[src/rtl/fc_tx_scheduler.sv]
// Transmit-side flow-control scheduler for the TLP path.
// Round-robin arbitration among Posted, Non-Posted and Completion requesters,
// gated by modular header/data credit checks against CREDIT_LIMIT registers.
module fc_tx_scheduler #(
  parameter int HDR_WIDTH = 8,
  parameter int DAT_WIDTH = 12
) (
  input  logic                 clk,
  input  logic                 rst,
  input  logic [2:0]           req,
  input  logic [DAT_WIDTH-1:0] p_dat_need,
  input  logic [DAT_WIDTH-1:0] np_dat_need,
  input  logic [DAT_WIDTH-1:0] cpl_dat_need,
  input  logic                 init_valid,
  input  logic [HDR_WIDTH-1:0] init_ph,
  input  logic [HDR_WIDTH-1:0] init_nph,
  input  logic [HDR_WIDTH-1:0] init_ch,
  input  logic [DAT_WIDTH-1:0] init_pd,
  input  logic [DAT_WIDTH-1:0] init_npd,
  input  logic [DAT_WIDTH-1:0] init_cd,
  input  logic                 upd_valid,
  input  logic [1:0]           upd_type,
  input  logic [HDR_WIDTH-1:0] upd_hdr,
  input  logic [DAT_WIDTH-1:0] upd_dat,
  input  logic                 tx_done,
  output logic [2:0]           grant,
  output logic                 busy,
  output logic [2:0]           blocked
);

  typedef enum logic [1:0] {IDLE, CHECK, GRANT} state_e;

  // Half of each modulus: a remaining-credit difference above this means "negative".
  localparam logic [HDR_WIDTH-1:0] HDR_HALF = HDR_WIDTH'(1) << (HDR_WIDTH - 1);
  localparam logic [DAT_WIDTH-1:0] DAT_HALF = DAT_WIDTH'(1) << (DAT_WIDTH - 1);

  state_e               state_q, state_d;
  logic [1:0]           rr_q, rr_d;         // class index: 0 P, 1 NP, 2 Cpl
  logic [1:0]           gsel_q, gsel_d;     // class currently granted
  logic [2:0]           req_q, req_d;       // request mask captured in IDLE
  logic [2:0]           blocked_q, blocked_d;
  logic [DAT_WIDTH-1:0] need_q [3];
  logic [DAT_WIDTH-1:0] need_d [3];
  logic [HDR_WIDTH-1:0] hc_q [3];           // header CREDITS_CONSUMED
  logic [HDR_WIDTH-1:0] hc_d [3];
  logic [DAT_WIDTH-1:0] dc_q [3];           // data CREDITS_CONSUMED
  logic [DAT_WIDTH-1:0] dc_d [3];
  logic [HDR_WIDTH-1:0] hl_q [3];           // header CREDIT_LIMIT
  logic [HDR_WIDTH-1:0] hl_d [3];
  logic [DAT_WIDTH-1:0] dl_q [3];           // data CREDIT_LIMIT
  logic [DAT_WIDTH-1:0] dl_d [3];

  logic [DAT_WIDTH-1:0] need_in [3];
  logic [HDR_WIDTH-1:0] init_h  [3];
  logic [DAT_WIDTH-1:0] init_d  [3];
  logic [HDR_WIDTH-1:0] hdr_room [3];
  logic [DAT_WIDTH-1:0] dat_room [3];
  logic [2:0]           elig;
  logic                 found;
  logic [1:0]           pick;
  logic [1:0]           cand;

  assign need_in[0] = p_dat_need;
  assign need_in[1] = np_dat_need;
  assign need_in[2] = cpl_dat_need;
  assign init_h[0]  = init_ph;
  assign init_h[1]  = init_nph;
  assign init_h[2]  = init_ch;
  assign init_d[0]  = init_pd;
  assign init_d[1]  = init_npd;
  assign init_d[2]  = init_cd;

  function automatic logic [1:0] next_cls(input logic [1:0] c);
    return (c == 2'd2) ? 2'd0 : c + 2'd1;
  endfunction

  // Modular credit-gating check on the captured request and registered limits.
  always_comb begin
    for (int c = 0; c < 3; c++) begin
      hdr_room[c] = hl_q[c] - (hc_q[c] + HDR_WIDTH'(1));
      dat_room[c] = dl_q[c] - (dc_q[c] + need_q[c]);
      elig[c]     = req_q[c] && (hdr_room[c] <= HDR_HALF) && (dat_room[c] <= DAT_HALF);
    end
  end

  // Round-robin pick: first eligible class at or after the pointer.
  always_comb begin
    found = 1'b0;
    pick  = rr_q;
    cand  = rr_q;
    for (int k = 0; k < 3; k++) begin
      if (!found && elig[cand]) begin
        found = 1'b1;
        pick  = cand;
      end
      cand = next_cls(cand);
    end
  end

  // Next-state logic: FSM, credit accounting, limit loading.
  always_comb begin
    // NOTE: every _d starts as its _q so no path leaves a variable unassigned (no latches).
    state_d   = state_q;
    rr_d      = rr_q;
    gsel_d    = gsel_q;
    req_d     = req_q;
    blocked_d = blocked_q;
    need_d    = need_q;
    hc_d      = hc_q;
    dc_d      = dc_q;
    hl_d      = hl_q;
    dl_d      = dl_q;

    unique case (state_q)
      IDLE: begin
        if (req != 3'b000) begin
          req_d   = req;
          need_d  = need_in;
          state_d = CHECK;
        end
      end
      CHECK: begin
        blocked_d = req_q & ~elig;
        if (found) begin
          gsel_d     = pick;
          hc_d[pick] = hc_q[pick] + HDR_WIDTH'(1);
          dc_d[pick] = dc_q[pick] + need_q[pick];
          state_d    = GRANT;
        end else begin
          state_d = IDLE;
        end
      end
      GRANT: begin
        if (tx_done) begin
          rr_d    = next_cls(gsel_q);
          state_d = IDLE;
        end
      end
      default: state_d = IDLE;
    endcase

    // UpdateFC only refreshes limits; consumed counters are untouched.
    if (upd_valid && (upd_type != 2'b11)) begin
      hl_d[upd_type] = upd_hdr;
      dl_d[upd_type] = upd_dat;
    end

    // Initialisation overrides UpdateFC, tx_done and any grant decision.
    if (init_valid) begin
      hl_d      = init_h;
      dl_d      = init_d;
      hc_d      = '{default: '0};
      dc_d      = '{default: '0};
      rr_d      = rr_q;
      blocked_d = blocked_q;
      state_d   = IDLE;
    end
  end

  // State and credit registers with synchronous reset.
  always_ff @(posedge clk) begin
    if (rst) begin
      state_q   <= IDLE;
      rr_q      <= 2'd0;
      gsel_q    <= 2'd0;
      req_q     <= 3'b000;
      blocked_q <= 3'b000;
      // NOTE: the counter/limit arrays are real credit state, so they are reset, not left as X.
      for (int c = 0; c < 3; c++) begin
        need_q[c] <= '0;
        hc_q[c]   <= '0;
        dc_q[c]   <= '0;
        hl_q[c]   <= '0;
        dl_q[c]   <= '0;
      end
    end else begin
      // NOTE: non-blocking assignments so every register samples pre-edge values.
      state_q   <= state_d;
      rr_q      <= rr_d;
      gsel_q    <= gsel_d;
      req_q     <= req_d;
      blocked_q <= blocked_d;
      need_q    <= need_d;
      hc_q      <= hc_d;
      dc_q      <= dc_d;
      hl_q      <= hl_d;
      dl_q      <= dl_d;
    end
  end

  assign grant   = (state_q == GRANT) ? (3'b001 << gsel_q) : 3'b000;
  assign busy    = (state_q != IDLE);
  assign blocked = blocked_q;

endmodule
[config.mk]
export PLATFORM = sky130hd
export DESIGN_NAME = fc_tx_scheduler
export DESIGN_NICKNAME = d
export VERILOG_FILES = /design/src/rtl/fc_tx_scheduler.sv
export SDC_FILE = /design/constraint.sdc
export NUM_CORES = 1
export LEC_CHECK = 0
export CELL_PAD_IN_SITES_DETAIL_PLACEMENT = 0
export CELL_PAD_IN_SITES_GLOBAL_PLACEMENT = 1
export CORE_MARGIN = 4
export CORE_UTILIZATION = 39
export CTS_BUF_LIST = sky130_fd_sc_hd__clkbuf_4 sky130_fd_sc_hd__clkbuf_8 sky130_fd_sc_hd__clkbuf_16
export DETAILED_ROUTE_END_ITERATION = 10
export PLACE_DENSITY = 0.85
export SETUP_SLACK_MARGIN = 0.2
export SYNTH_ARGS = -nofsm -noshare
export SYNTH_HDL_FRONTEND = slang
export SYNTH_SLANG_ARGS = --single-unit
export TNS_END_PERCENT = 20
[constraint.sdc]
create_clock -name clk -period 6.4 [get_ports clk]
set_input_delay 0.96 -clock clk [delete_from_list [all_inputs] [get_ports clk]]
set_output_delay 0.96 -clock clk [all_outputs]
set_load 0.005 [all_outputs]
==> summary.txt <==
Fillers - 2940
Rows - 63
Most common cell after layout, fill and taps aside - nor2_1
Nets - 1860
Root Driver - clkbuf_16
CTS clk-pin slew, worst paths - 80 ps
Tightest Pin Transition - 943 ps
Power density cells - 221 mW/mm^2
Cell mode on critical path - o21a_1
Sw Ratio - 35.6%
Vias in the first global route - 10700
Vias - 10900
Critical path type - reg2reg
Max-Slew Margin vs Limit - 37.1%
CP Buf/Inv Count - 2
First-pass GRT wire length - 58700 um
Tcrit/Tclk final - 97.9%
CP max stage delay - 570 ps
RSZ-0062 raised after global routing - yes
Slew Viols, Final - 0
Initial antenna violation count - 1
Crit path time final - 6260 ps
Detailed-route wire length per cell - 18.7 um
Post-synth net total - 1733
Post-route insts no fill - 2028
Avg Cell Area, Syn - 7.83 um^2
WP data arrival - 6620 ps
Max Clock Freq - 160 MHz
Input/output buffers - 132
DRC viols - 0
Synth Instances - 1498
Core Footprint - 0.0296 mm^2
Final Hold Viols - 0
Largest net degree at the start of global routing - 86
DIE HEIGHT - 181 um
Final setup viols - 0
Area Overhead vs Synth - 22.8%
Crit-path max FO - 6
Yosys synthesis warning count - 0
Tot GR Track Use - 22.5%
P_int - 2050 uW
Most used flip-flop cell after synthesis - dfxtp_1
Clock share of power - 32.0%
Post-synth EDFFs - 0
Top Ports - 133
Register area - 0.00337 mm^2
Post-DP HPWL - 29200 um
Layout Skew - 14.4 ps
Register share of total power - 35.6%
ANT cells - 0
Synth cell types - 76
Drt via density - 5.38
Area occupied by multi-input gates - 0.00774 mm^2
Hold WS - 458 ps
Async SR Flop Fraction - 0%
Clk sinks - 168
Total die area - 0.0329 mm^2
Share of layout cells above drive strength 1 - 9.28%
Die width - 181 um
Logic pwr share - 32.4%
Routed wire length - 37800 um
Placed insts - 1982
Worst-case clock buffer depth - 2
GRT Residual Overflow - 0
Post-route ant nets - 0
Status - finished, final reports clean
Worst setup SP type - flip-flop
DRT Pass-1 Iters - 5
Num CTS Buffers - 17
CP endpoint kind - flip-flop
Crit path max-delay family - compound AO/OA/AOI/OAI gates
Sequential fraction of the synthesis area - 28.7%
Initial Util - 39.6%
H-tree depth - 4
Register bit total from synthesis - 168
Net Sw Power - 1130 uW
Post-Syn Area - 0.0117 mm^2
Leakage - 0.00593 uW
CTS tree - built
Path category of the worst min-delay check - reg2reg
Max-cap violation count - 0
CP max stage cell - fa_1
RD Place Congestion - 0.954
DRT iter0 DRCs - 717
Clock Latency Late Sink - 450 ps
Most frequent cells in the layout - nor2_1, a21oi_1, nand2_1, dfxtp_1, inv_1
Max IR drop VDD - 196 uV
Required @ worst endpoint - 6760 ps
CTS Hold Bufs - 0
worst min-delay path: cells and delay by family (launching register included):
family,cells,cell delay [ps]
AOI/OAI and AO/OA,1,50
DFF,1,310
and+or+nand+nor,1,50
Yosys cell counts (all sizes together), types with 9 or more instances:
library cell  instances  area, um^2
nor2b                10        62.6
clkbuf               56         210
nand2               170         643
a21o                 18         135
buf                  18        93.8
nand2b               13        81.3
a21oi               187         936
fa                   37         741
o21ai                51         259
o21a                  9        67.6
nand3                13        70.1
a211o                 9        78.8
o211ai                9        67.6
a211oi               12        90.1
nor3                 18        90.1
xnor2                35         307
nand4                14        87.6
nor3b                 9        67.6
inv                 141         529
nor2                213         800
mux2i                88         881
xor2                 16         140
ha                   72         901
dfxtp               168        3360
final timing paths:
check / slack [ps] / cells past startpoint / from / end
setup reg to reg: 140 / 31 / need_q[12] / dc_q[35]
hold reg to reg: 460 / 2 / need_q[24] / need_q[24]
setup / recovery: 140 / 31 / need_q[12] / dc_q[35]
hold / removal: 460 / 2 / need_q[24] / need_q[24]
kinds of logic (layout without fill, tap and decap cells):
logic type	Yosys count	in the layout	synth area share, %
DFF	168	168	28.7
adders and majority gates	109	109	14.0
AOI/OAI and AO/OA	371	371	20.1
muxes	88	88	7.51
and+or+nand+nor	495	495	18.7
buffers and inverters	215	355	7.10
xor gates and xnor gates	52	52	4.00
through the flow:
| step | setup TNS (ps) | power [uW] | utilization (%) | setup WS (ps) | cell area, um^2 |
|---|---|---|---|---|---|
| after detailed placement | -903 | 2130 | 45.8 | -183 | 13600 |
| final | 0 | 3190 | 48.6 | 135 | 14400 |
| after global routing | -1220 | 3360 | 48.6 | -257 | 14400 |
| after global placement | -4.30 | 2120 | 45.8 | -2.33 | 13600 |
| after floorplan | 0 | 1830 | - | 193 | 11800 |
| after CTS | 0 | 3170 | 48.2 | 46.0 | 14300 |
routing by layer:
layer	global-route usage, %	part of all wire [%]
met1	26.8	41
met2	40.4	50
met3	4.09	4.6
met4	8.29	3.8
met5	0	0.029
sequential cells by signal (all words and copies together), names as in the netlist:
register,count
dc_q,36
dl_q,36
need_q,36
hc_q,24
hl_q,24
blocked,3
req_q,3
gsel_q,2
rr_q,2
state_q,2
layout make-up:
type,instances,share of cell area (%)
Multi-Input combinational cell,1115,53.7
Clock buffer,17,2.95
Clock inverter,15,0.946
Inverter,141,3.67
Timing Repair Buffer,182,12.0
Tap cell,390,3.39
Sequential cell,168,23.4
repair_timing:
item,in CTS,in global routing
resized for setup,19,27
pin swaps,16,11
setup buffers,13,1
setup endpoints to repair,16,18
power by group through the flow:
stage / clock, uW / sequential (uW) / combinational, uW
global placement: 0 / 1160 / 961
floorplan: 0 / 1140 / 687
finish: 1020 / 1130 / 1030
global route: 1080 / 1140 / 1140
detailed placement: 0 / 1160 / 968
CTS: 1040 / 1140 / 1000
No activity file was read; power rests on OpenSTA's default activity.
